**src/rtl/fetch_pkg.sv**
```systemverilog
// Purpose : shared types and constants for the instruction-fetch stage.
// Latency : n/a (package).
// Backpressure: n/a (package).
//
// Contents:
//   fetch_state_t     - fetch FSM state encoding
//   RESET_PC_DEFAULT  - default PC loaded on reset
//   PC_STEP_PAIR/ONE  - PC advance for a two-entry / one-entry write
//   line_addr()       - doubleword-aligned cache address for a PC
package fetch_pkg;

  typedef enum logic [1:0] {
    REQ       = 2'd0,  // ready to issue a cache request
    WAIT_DATA = 2'd1,  // request accepted, response will be written to the FIFO
    DISCARD   = 2'd2,  // request accepted, response must be dropped
    ERR_HOLD  = 2'd3   // misaligned PC reported, parked until a redirect
  } fetch_state_t;

  localparam logic [31:0] RESET_PC_DEFAULT = 32'hBFC0_0000;
  localparam logic [31:0] PC_STEP_PAIR     = 32'd8;
  localparam logic [31:0] PC_STEP_ONE      = 32'd4;

  // The cache always returns a full 64-bit doubleword, so requests drop pc[2:0].
  function automatic logic [31:0] line_addr(input logic [31:0] pc);
    return {pc[31:3], 3'b000};
  endfunction

endpackage

```
**src/rtl/fetch_pack.sv**
```systemverilog
// Purpose : maps a cache response (or an address error) onto the two FIFO write entries.
// Latency : combinational, same cycle as data_wr / err_wr.
// Backpressure: none; the caller only enables a write when the FIFO has >= 2 free entries.
//
// Ports:
//   pc        - PC of the first instruction being written
//   rdata     - 64-bit doubleword, [31:0] at line address, [63:32] at line address + 4
//   data_wr   - write the response (pc must be word aligned)
//   err_wr    - write a single address-error entry for pc
//   instr1_*/instr2_* - FIFO write-port fields, zero when the entry is not written
module fetch_pack
  import fetch_pkg::*;
(
  input  logic [31:0] pc,
  input  logic [63:0] rdata,
  input  logic        data_wr,
  input  logic        err_wr,
  output logic        instr1_wen,
  output logic        instr2_wen,
  output logic [31:0] instr1_addr,
  output logic [31:0] instr2_addr,
  output logic [31:0] instr1_data,
  output logic [31:0] instr2_data,
  output logic        instr1_addr_err,
  output logic        instr2_addr_err
);

  logic pair;  // pc sits in the low word, so both words of the doubleword are useful

  always_comb begin
    pair            = data_wr && !pc[2];

    instr1_wen      = 1'b0;
    instr1_addr     = '0;
    instr1_data     = '0;
    instr1_addr_err = 1'b0;
    instr2_wen      = 1'b0;
    instr2_addr     = '0;
    instr2_data     = '0;
    instr2_addr_err = 1'b0;

    if (err_wr) begin
      // The faulting PC travels down the pipe with an empty instruction word.
      instr1_wen      = 1'b1;
      instr1_addr     = pc;
      instr1_addr_err = 1'b1;
    end else if (data_wr) begin
      // The upper word is always written; a lone instruction goes into entry 2.
      instr2_wen  = 1'b1;
      instr2_data = rdata[63:32];
      instr2_addr = pair ? pc + PC_STEP_ONE : pc;
      if (pair) begin
        instr1_wen  = 1'b1;
        instr1_addr = pc;
        instr1_data = rdata[31:0];
      end
    end
  end

endmodule

```
**src/rtl/fetch_unit.sv**
```systemverilog
// Purpose : instruction-fetch stage: PC generation, I-cache handshake, FIFO write, redirects.
// Latency : FIFO write in the same cycle as inst_data_ok; next request earliest the cycle after.
// Backpressure: no request unless the FIFO has >= 2 free entries (fifo_isfull/fifo_willfull low).
//
// Ports:
//   clk, reset            - clock, synchronous active-high reset (all outputs 0 while high)
//   redirect_*            - one-cycle branch/exception redirect, overrides everything that cycle
//   fifo_isfull/willfull  - FIFO free-space status
//   inst_req/addr/addr_ok - cache request channel (one access in flight at most)
//   inst_data_ok/rdata    - cache response channel
//   fifo_instr{1,2}_*     - FIFO write port
//   perf_fetch_cnt        - instructions written to the FIFO
//   perf_flush_cnt        - cache responses discarded
//
// Optional: define FETCH_PERF_CNT_EN to build the two performance counters;
// otherwise both perf outputs are tied to zero and no counter flops exist.
module fetch_unit
  import fetch_pkg::*;
#(
  parameter logic [31:0] RESET_PC = RESET_PC_DEFAULT
) (
  input  logic        clk,
  input  logic        reset,
  input  logic        redirect_valid,
  input  logic [31:0] redirect_pc,
  input  logic        fifo_isfull,
  input  logic        fifo_willfull,
  output logic        inst_req,
  output logic [31:0] inst_addr,
  input  logic        inst_addr_ok,
  input  logic        inst_data_ok,
  input  logic [63:0] inst_rdata,
  output logic        fifo_instr1_wen,
  output logic        fifo_instr2_wen,
  output logic [31:0] fifo_instr1_addr,
  output logic [31:0] fifo_instr2_addr,
  output logic [31:0] fifo_instr1_data,
  output logic [31:0] fifo_instr2_data,
  output logic        fifo_instr1_addr_err,
  output logic        fifo_instr2_addr_err,
  output logic [31:0] perf_fetch_cnt,
  output logic [31:0] perf_flush_cnt
);

  fetch_state_t st;
  logic [31:0]  pc;

  logic aligned;
  logic in_req;
  logic accept;
  logic err_wr;
  logic data_wr;
  logic drop;

  always_comb begin
    aligned  = (pc[1:0] == 2'b00);
    in_req   = !reset && (st == REQ);
    // Request is only raised with room for a full doubleword in the FIFO.
    inst_req = in_req && aligned && !fifo_isfull && !fifo_willfull;
    accept   = inst_req && inst_addr_ok;
    // A redirect overrides both the error report and the response write.
    err_wr   = in_req && !aligned && !redirect_valid;
    data_wr  = !reset && (st == WAIT_DATA) && inst_data_ok && !redirect_valid;
    // Responses that never reach the FIFO: stale ones, or ones hit by a redirect.
    drop     = !reset && inst_data_ok &&
               ((st == DISCARD) || ((st == WAIT_DATA) && redirect_valid));
    inst_addr = reset ? 32'd0 : line_addr(pc);
  end

  always_ff @(posedge clk) begin
    if (reset) begin
      pc <= RESET_PC;
      st <= REQ;
    end else if (redirect_valid) begin
      pc <= redirect_pc;
      case (st)
        // A request accepted in the redirect cycle still gets a response, which must be dropped.
        REQ:       st <= accept ? DISCARD : REQ;
        WAIT_DATA: st <= inst_data_ok ? REQ : DISCARD;
        DISCARD:   st <= inst_data_ok ? REQ : DISCARD;
        ERR_HOLD:  st <= REQ;
        default:   st <= REQ;
      endcase
    end else begin
      case (st)
        REQ: begin
          if (!aligned) begin
            st <= ERR_HOLD;
          end else if (accept) begin
            st <= WAIT_DATA;
          end
        end
        WAIT_DATA: begin
          if (inst_data_ok) begin
            // High-word PC consumed one instruction; low-word PC consumed the whole doubleword.
            pc <= pc + (pc[2] ? PC_STEP_ONE : PC_STEP_PAIR);
            st <= REQ;
          end
        end
        DISCARD: begin
          if (inst_data_ok) begin
            st <= REQ;
          end
        end
        ERR_HOLD: st <= ERR_HOLD;
        default:  st <= REQ;
      endcase
    end
  end

  fetch_pack u_pack (
    .pc              (pc),
    .rdata           (inst_rdata),
    .data_wr         (data_wr),
    .err_wr          (err_wr),
    .instr1_wen      (fifo_instr1_wen),
    .instr2_wen      (fifo_instr2_wen),
    .instr1_addr     (fifo_instr1_addr),
    .instr2_addr     (fifo_instr2_addr),
    .instr1_data     (fifo_instr1_data),
    .instr2_data     (fifo_instr2_data),
    .instr1_addr_err (fifo_instr1_addr_err),
    .instr2_addr_err (fifo_instr2_addr_err)
  );

`ifdef FETCH_PERF_CNT_EN
  logic [31:0] fetch_cnt_q;
  logic [31:0] flush_cnt_q;

  always_ff @(posedge clk) begin
    if (reset) begin
      fetch_cnt_q <= '0;
      flush_cnt_q <= '0;
    end else begin
      fetch_cnt_q <= fetch_cnt_q + {31'd0, fifo_instr1_wen} + {31'd0, fifo_instr2_wen};
      if (drop) begin
        flush_cnt_q <= flush_cnt_q + 32'd1;
      end
    end
  end

  // Masked during reset so the previous run's count never shows while reset is high.
  assign perf_fetch_cnt = reset ? 32'd0 : fetch_cnt_q;
  assign perf_flush_cnt = reset ? 32'd0 : flush_cnt_q;
`else
  logic unused_drop;
  assign unused_drop    = drop;
  assign perf_fetch_cnt = 32'd0;
  assign perf_flush_cnt = 32'd0;
`endif

endmodule

```
**config.mk**
```make
export PLATFORM = sky130hd
export DESIGN_NAME = fetch_unit
export DESIGN_NICKNAME = d
export VERILOG_FILES = /design/src/rtl/fetch_pkg.sv /design/src/rtl/fetch_pack.sv /design/src/rtl/fetch_unit.sv
export SDC_FILE = /design/constraint.sdc
export NUM_CORES = 1
export LEC_CHECK = 0
export BUFFER_PORTS_ARGS = -buffer_cell sky130_fd_sc_hd__buf_2
export CAP_MARGIN = 20
export CORE_AREA = 2 2 130 132
export DETAILED_ROUTE_END_ITERATION = 10
export DIE_AREA = 0 0 132 134
export GPL_TIMING_DRIVEN = 1
export PLACE_DENSITY_LB_ADDON = 0.1
export SYNTH_ARGS = -nofsm -noshare
export SYNTH_HDL_FRONTEND = slang
export SYNTH_SLANG_ARGS = --single-unit
```
**constraint.sdc**
```tcl
create_clock -name clk -period 5 [get_ports clk]
set_input_delay 0.5 -clock clk [delete_from_list [all_inputs] [get_ports clk]]
set_output_delay 0.5 -clock clk [all_outputs]
set_load 0.02 [all_outputs]
```
; Yosys cells after proc, flatten, opt, wreduce, memory -nomap -nowiden
; Cells that the tools add are included.
[op_classes]
add_sub_neg = 2
eq_ne = 5
muxes = 30
reduce_logical = 24
[ops]
columns = op, n
row1 = 32-bit two-way mux, 15
row2 = "32-bit by 3-bit adder with 32-bit output, second input constant", 1
row3 = 32-bit by 4-bit adder with 32-bit output, 1
row4 = 2-bit two-way mux, 6
row5 = 2-bit one-hot mux with 3 select lines, 2
row6 = 1-bit logical AND, 11
row7 = 1-bit zero test, 6
row8 = 1-bit two-way mux, 6
row9 = "2-bit equality test, second input constant", 2
row10 = 2-bit zero test, 2
row11 = 4-bit two-way mux, 1
row12 = "4-bit inequality test, second input constant", 1
row13 = 2-bit AND reduction, 2
row14 = 2-bit nonzero test, 2
row15 = "3-bit by 1-bit inequality test with 1-bit output, second input constant", 1
row16 = "2-bit by 1-bit equality test with 1-bit output, second input constant", 1
row17 = 2-bit OR reduction, 1
[word_totals]
reg_bits = 34
in_bits = 103
out_inout_bits = 229

; Logic depth before layout (Yosys ltp)
; Gate-level depths: netlist of the first run.
[logic_depth]
depth_word = 10
depth_mapped = 9
ltp_nobuf = 7

; Hierarchy
; A second synthesis of the first run with hierarchy kept.
[hier_totals]
hier_cells = 547
area_unflattened_um2 = 3937.5
[by_module_without_submodules]
columns = module, n_inst, cells_each, area_each_um2
row1 = fetch_unit, 1, 345, 2701.3
row2 = fetch_pack, 1, 202, 1236.2

; Worst setup path before layout of the first run
; Ideal clock, no wire load.
[synth_timing]
path_kind = in2out
startpoint = input redirect_valid
endpoint = output fifo_instr2_addr[28]
arrival_time_ps = 2191
path_slack_ps = 2309
stages = 7
path_buffers = 2
path_cell_list = clkbuf_1 and4bb_1 nand2_1 inv_1 clkbuf_1 nand2_1 mux2i_1
[synth_via]
elab_chain_len = 6
word_cells_on_any_way = 7
classes_between = mux: 3 / reduce/logical: 4
[synth_rtl]
columns = item, line
row1 = start: declaration, fetch_unit.sv:24  ; input logic redirect_valid,
row2 = 1-bit zero test *, "fetch_unit.sv:62, fetch_unit.sv:63"
row3 = 1-bit logical AND, fetch_unit.sv:63  ; data_wr = !reset && (st == WAIT_DATA) && inst_data_ok && !redirect_valid;
row4 = 1-bit logical AND, fetch_pack.sv:31  ; pair = data_wr && !pc[2];
row5 = 32-bit two-way mux, fetch_pack.sv:51  ; instr2_addr = pair ? pc + PC_STEP_ONE : pc;
row6 = 32-bit two-way mux, fetch_pack.sv:47  ; end else if (data_wr) begin
row7 = 32-bit two-way mux *, fetch_pack.sv:42  ; if (err_wr) begin
row8 = end: declaration, fetch_unit.sv:36  ; output logic [31:0] fifo_instr2_addr,
; Mark *: on every way between the ends. The rest lies on a longest branch, timed or not.

; Worst setup path in the final report of the first run
[layout_timing]
startpoint = register st[1]
endpoint = output fifo_instr2_addr[30]
[layout_via]
elab_chain_len = 8
word_cells_on_any_way = 12
classes_between = eq/ne: 1 / mux: 3 / reduce/logical: 8
[layout_rtl]
columns = item, line
row1 = start: declaration, fetch_unit.sv:45  ; fetch_state_t st;
row2 = start signal: assignment, fetch_unit.sv:78  ; REQ: st <= accept ? DISCARD : REQ;
row3 = start signal: assignment, fetch_unit.sv:79  ; WAIT_DATA: st <= inst_data_ok ? REQ : DISCARD;
row4 = start signal: assignment, fetch_unit.sv:80  ; DISCARD: st <= inst_data_ok ? REQ : DISCARD;
row5 = 2-bit by 1-bit equality test with 1-bit output, fetch_unit.sv:63
row6 = 1-bit logical AND (3 in series), fetch_unit.sv:63
row7 = 1-bit logical AND, fetch_pack.sv:31
row8 = 32-bit two-way mux, fetch_pack.sv:51
row9 = 32-bit two-way mux, fetch_pack.sv:47
row10 = 32-bit two-way mux *, fetch_pack.sv:42
; Marks and branches as above.

==> results of run 1 <==
## flip-flops by register name, indices dropped and copies added, names as in the netlist
signal / count
pc: 32
st: 2
## critical path, cell delays in order, from the launching register on
cell	delay, ns
dfxtp_1	0.33
inv_1	0.10
ha_1	0.24
and4bb_1	0.56
nand2_1	0.13
inv_1	0.73
nand2_1	0.11
mux2i_1	0.30
buf_2	0.23
## cells in the final DEF (no fill, tap or decap), drive strengths merged, types with 5 or more instances in the layout
| cell type | synthesis | routed |
|---|---|---|
| nor2 | 51 | 51 |
| nor4 | 16 | 16 |
| or3 | 11 | 11 |
| ha | 7 | 7 |
| a21oi | 16 | 16 |
| clkbuf | 49 | 6 |
| conb | 1 | 68 |
| nand4 | 19 | 19 |
| dfxtp | 34 | 34 |
| nor3 | 16 | 16 |
| and3 | 82 | 82 |
| a211oi | 11 | 11 |
| a311oi | 5 | 5 |
| inv | 8 | 8 |
| o21ai | 7 | 7 |
| and4 | 5 | 5 |
| o31ai | 6 | 6 |
| nand3 | 9 | 9 |
| nand2 | 28 | 28 |
| and2 | 32 | 32 |
| nor2b | 28 | 28 |
| or4 | 8 | 8 |
| xnor2 | 11 | 11 |
| mux2i | 6 | 6 |
| buf | 75 | 271 |
## power groups by stage
stage / Clock (mW) / Sequential, mW / Combinational, mW
after floorplan: 0 / 0.309 / 0.252
after global placement: 0 / 0.334 / 0.294
after detailed placement: 0 / 0.335 / 0.300
after CTS: 0.436 / 0.329 / 0.302
after global routing: 0.450 / 0.335 / 0.328
final: 0.426 / 0.330 / 0.300
## synthesized netlist by cell type (2+ instances only)
cell type / number
and3_1: 82
buf_4: 68
nor2_1: 51
clkbuf_1: 49
dfxtp_1: 34
and2_1: 32
nand2_1: 28
nor2b_1: 28
nand4_1: 18
a21oi_1: 16
nor3_1: 16
nor4_1: 16
a211oi_1: 11
or3_1: 11
xnor2_1: 11
nand3_1: 9
inv_1: 8
or4_1: 8
ha_1: 7
o21ai_0: 7
mux2i_1: 6
o31ai_1: 6
a311oi_1: 5
and4_1: 5
buf_2: 5
a31oi_1: 4
o211ai_1: 3
o32ai_1: 3
or3b_2: 3
xor2_1: 3
a21o_1: 2
buf_1: 2
nand2b_1: 2
nand4b_1: 2
nor4b_1: 2
o22ai_1: 2
o41ai_1: 2
or2_2: 2
## path summary, 6_finish.rpt
kind	start	endpoint	slack, ns
setup reg to reg	pc[2]	pc[9]	2.06
hold / removal	redirect_pc[22]	pc[22]	0.45
setup / recovery	st[1]	fifo_instr2_addr[30]	1.48
hold reg to reg	pc[31]	pc[31]	0.55
## cell families after synthesis
kind of cell,after synthesis,synth area share [%]
compound gates,74,12.9
xor+xnor,14,3.01
fa+ha+maj,7,2.15
buf+inv,133,18.7
flops,34,16.7
mux,6,1.48
other cells,1,0.0922
simple gates,319,44.9
## metrics by stage
step	hold slack (ns)	utilization (%)	worst slack, ns
2_1_floorplan	0.482	-	2.31
3_3_place_gp	0.526	32.2	1.68
3_5_place_dp	0.540	32.4	1.55
4_1_cts	0.444	33.6	1.43
5_1_grt	0.449	33.6	1.27
6_report	0.449	33.7	1.48
## area by class of cell
type,instances,area share (%)
Clock buffer,6,2.53
Inverter,9,0.616
Tap cell,220,5.02
Sequential cell,34,12.4
Antenna cell,2,0.0913
Clock inverter,2,1.10
Timing Repair Buffer,271,25.5
Multi-Input combinational cell,488,52.8
## per-layer routing
layer  vias to the layer above  part of all wire (%)
met3                         8                   6.5
met2                       214                    47
met1                      2319                    46
met5                         -                     0
li1                       2403                     -
met4                         0                  0.97
==> flow_metrics.py, run 1 <==
metrics = {
    "status": {
        "outcome": "finished, final reports clean",
    },
    "route": {
        "drt-total-wl_mm": 17.6,
        "antenna_left": 0,
        "drt-pass1-iter-count": 6,
        "drc": 0,
        "via_per_inst": 4.79,
        "vias": 4944,
        "wl_per_cell_um": 17.1,
        "dr.first_iter.drc_count": 364,
    },
    "logic_synthesis": {
        "synth.avg_cell_area_um2": 6.92,
        "synth_top_area_share_pct": 16.7,
        "yosysWarnings": 0,
        "ys_seq_area_share_pct": 16.7,
        "yosys-top-cells-area": "dfxtp_1, and3_1, buf_4",
        "synth-edff-count": 0,
        "synth_seq_cells": 34,
        "synth.largest_area_cell": "dfxtp_1",
        "syn_area_um2": 4070,
        "yosysUniqueCellTypes": 57,
        "synthArstFlopShare_pct": 0,
        "syn_inst": 588,
        "synth_top_flop_cell": "dfxtp_1",
    },
    "sta": {
        "fin_crit_sh_pct": 70.4,
        "worstMarginPinSlew_ns": 0.979,
        "hold_violations": 0,
        "skew_ns": 0.00789,
        "finalSetupViolations": 0,
        "setup-tns-final_ns": 0,
        "rsz0062_at_grt": "no",
        "slew_viol_final": 0,
        "finalCriticalPeriod_ns": 3.52,
        "max_freq_mhz": 284,
        "slew_headroom_pct": 34.6,
    },
    "place": {
        "gp_congestion": 0.870,
        "dpl_cell_area_um2": 5280,
        "dp_hpwl_mm": 13.6,
        "dp_cells": 1022,
        "io_buffers": 263,
    },
    "clock_network": {
        "cts_buffers": 5,
        "ctsHoldBuffers": 0,
        "post_cts_buffers": 0,
        "cts_tree": "yes",
        "clk_pin_slew_ns": 0.06,
        "numClockSinks": 34,
        "clkLatencyLatePin_ns": 0.28,
        "htree_levels": 2,
        "cts_max_path_buffers": 2,
        "cts_resized": 0,
        "root_buffer": "clkbuf_16",
    },
    "final_layout": {
        "layout.nets": 919,
        "register_area_um2": 681,
        "finalInstanceArea_um2": 5480,
        "final_cells": 1032,
        "drive_gt1_share_pct": 35.8,
        "n_fill_cell": 1832,
        "area_growth_pct": 34.7,
        "multi_input_area_um2": 2890,
    },
    "power": {
        "swShare_pct": 34.3,
        "powerDensity_nw_per_um2": 193,
        "ir_drop_mv": 0.126,
        "power.switching_mw": 0.362,
        "leakagePower_nw": 3.06,
        "p_int_mw": 0.693,
        "p_comb_share_pct": 28.4,
        "clock_power_share_pct": 40.3,
        "p_seq_share_pct": 31.2,
        "power.total_mw": 1.06,
    },
    "global_route": {
        "met1_usage_pct": 26.1,
        "grt_pass1_vias": 4502,
        "grt_pass1_wl_mm": 26.1,
        "grtUsageTotal_pct": 18.5,
        "grt_max_degree": 50,
        "top_usage_layer": "met2",
        "overflow": 0,
        "use_met2_pct": 29.7,
        "grt_antenna_before_repair": 1,
        "gr-usage-met3_pct": 3.29,
    },
    "floorplanning": {
        "die_h_um": 134,
        "core_um2": 16300,
        "rows": 47,
        "initial_core_util_pct": 25.0,
        "die_w_um": 132,
        "die_area_um2": 17700,
        "ioPinCount": 332,
    },
    "worst_hold_path": {
        "hold_depth": 2,
        "hp-class": "input port to flip-flop",
    },
    "critical_path": {
        "setup.worst_path.class": "flip-flop to primary output",
        "path_max_fanout": 37,
        "rr_worst_depth": 6,
        "cp.arrival_ns": 3.02,
        "start_kind": "flip-flop",
        "end_kind": "primary output",
        "required_ns": 4.50,
    },
    "run": {
        "max_cap_viol_count": 0,
    },
}
No activity file was read; power rests on OpenSTA's default activity.
==> inputs of run 2 (changes only) <==
--- a/config.mk
+++ b/config.mk
@@ -7,9 +7,9 @@
 export LEC_CHECK = 0
 export BUFFER_PORTS_ARGS = -buffer_cell sky130_fd_sc_hd__buf_2
 export CAP_MARGIN = 20
-export CORE_AREA = 2 2 130 132
+export CORE_AREA = 2 2 128 130
 export DETAILED_ROUTE_END_ITERATION = 10
-export DIE_AREA = 0 0 132 134
+export DIE_AREA = 0 0 130 132
 export GPL_TIMING_DRIVEN = 1
 export PLACE_DENSITY_LB_ADDON = 0.1
 export SYNTH_ARGS = -nofsm -noshare
==> constraint.sdc (replaced) <==
create_clock -name clk -period 3.6 [get_ports clk]
set_input_delay 0.36 -clock clk [delete_from_list [all_inputs] [get_ports clk]]
set_output_delay 0.36 -clock clk [all_outputs]
set_load 0.02 [all_outputs]
==> flow_metrics.py, run 2 (synthesis gave the netlist of run 1 again) <==
metrics = {
    "run": {
        "max_cap_viol_count": 0,
    },
    "final_layout": {
        "regMostFlops": "pc",
        "n_fill_cell": 1784,
        "layout.cells.most_common_list": "buf_2, and3_1, conb_1",
        "insertedDiodeCount": 0,
        "drive_gt1_share_pct": 36.4,
        "post-route-util_pct": 34.8,
        "largest_reg_flops": 32,
        "final_common_cell": "buf_2",
        "top_regs": "pc (32), st (2)",
        "layout.nets": 928,
        "area_growth_pct": 34.4,
    },
    "route": {
        "wl_per_cell_um": 17.0,
        "antenna_left": 0,
        "drc": 0,
        "routed-wl-met3_mm": 1.22,
        "drt-total-wl_mm": 17.6,
        "drt-pass1-iter-count": 5,
        "vias": 5005,
        "met2_length_mm": 8.15,
        "dr.first_iter.drc_count": 355,
        "wl_met1_mm": 8.00,
        "dr.max_layer_used": "met4",
        "via_per_inst": 4.84,
    },
    "sta": {
        "finalWorstSetupSlack_ns": 0.517,
        "slew_viol_final": 0,
        "finalSetupViolations": 0,
        "max_freq_mhz": 324,
        "worstMarginPinSlew_ns": 0.757,
        "skew_ns": 0.00722,
        "fin_crit_sh_pct": 85.7,
        "finalCriticalPeriod_ns": 3.08,
        "whs_ns": 0.306,
        "setup-tns-final_ns": 0,
        "rsz0062_at_grt": "no",
        "slew_headroom_pct": 49.1,
        "hold_violations": 0,
    },
    "clock_network": {
        "cts_resized": 0,
        "htree_levels": 2,
        "cts_buffers": 5,
        "cts_tree": "yes",
        "clk_pin_slew_ns": 0.06,
        "root_buffer": "clkbuf_16",
        "numClockSinks": 34,
        "clkLatencyLatePin_ns": 0.28,
        "ctsHoldBuffers": 0,
        "cts_max_path_buffers": 2,
        "post_cts_buffers": 0,
    },
    "floorplanning": {
        "rows": 46,
        "initial_core_util_pct": 25.9,
        "die_area_um2": 17200,
        "die_w_um": 130,
        "ioPinCount": 332,
        "core_um2": 15700,
        "die_h_um": 132,
    },
    "power": {
        "ir_drop_mv": 0.180,
        "power.total_mw": 1.33,
        "powerDensity_nw_per_um2": 243,
        "leakagePower_nw": 3.08,
    },
    "critical_path": {
        "start_kind": "flip-flop",
        "required_ns": 3.24,
        "end_kind": "primary output",
        "reg2reg_slack_ns": 0.95,
        "cp.arrival_ns": 2.72,
        "setup.worst_path.class": "flip-flop to primary output",
        "path_max_fanout": 19,
    },
    "status": {
        "outcome": "finished, final reports clean",
    },
    "place": {
        "io_buffers": 263,
        "gp_congestion": 0.859,
        "dp_hpwl_mm": 13.7,
        "dp_slack_ns": 0.828,
    },
    "global_route": {
        "grt_antenna_before_repair": 0,
        "grt_pass1_vias": 4385,
        "grtUsageTotal_pct": 19.0,
        "grt_pass1_wl_mm": 25.7,
        "overflow": 0,
        "grt_max_degree": 50,
    },
    "worst_hold_path": {
        "hp-class": "input port to flip-flop",
    },
}
## run 2: changes by cell type in the layout (fill, tap and decap cells not counted)
cell,before,now
diode_2,2,0
clkbuf_1,0,1
clkinv_2,0,1
buf_4,7,17
bufinv_16,2,0
buf_16,1,0
## run 2: per-stage QoR
step                      instances  instance area (µm²)
after floorplan                 655                 4320
after global placement         1027                 5320
after detailed placement       1027                 5320
after CTS                      1035                 5470
after global routing           1035                 5470
final                          1035                 5470
## run 2: path summary, 6_finish.rpt
check                        from                   end  depth (start not counted)
setup / recovery            pc[8]  fifo_instr2_addr[20]                          5
hold / removal    redirect_pc[20]                pc[20]                          3
setup reg to reg            pc[2]                 pc[9]                          7
hold reg to reg            pc[31]                pc[31]                          2
## run 2: critical path: stages, from the launching register on
cell and delay, ns:
dfxtp_1 0.45, nand2_1 0.27, or4_1 0.89, or4_1 0.50
a21oi_1 0.15, buf_2 0.18
## run 2: report_power, final
| part | total (mW) | switching (mW) | internal [mW] |
|---|---|---|---|
| combinational | 0.426 | 0.280 | 0.146 |
| clock | 0.451 | 0.176 | 0.275 |
| sequential | 0.453 | 0.0507 | 0.402 |
| total | 1.33 | 0.507 | 0.823 |
## run 2: area by class of cell
cell class	count	area [µm²]	area share [%]
clock buffer	7	143	2.61
sequential	34	681	12.4
tap	216	270	4.94
multi-input combinational	488	2890	52.9
clock inverter	1	5.00	0.0915
inverter	9	33.8	0.618
timing repair buffer	280	1440	26.4
## run 2: routing by layer
| metal | up-vias | GRT usage (%) |
|---|---|---|
| met5 | - | 0 |
| met1 | 2322 | 27.1 |
| met3 | 17 | 3.04 |
| met4 | 0 | 4.06 |
| li1 | 2420 | - |
| met2 | 246 | 29.9 |
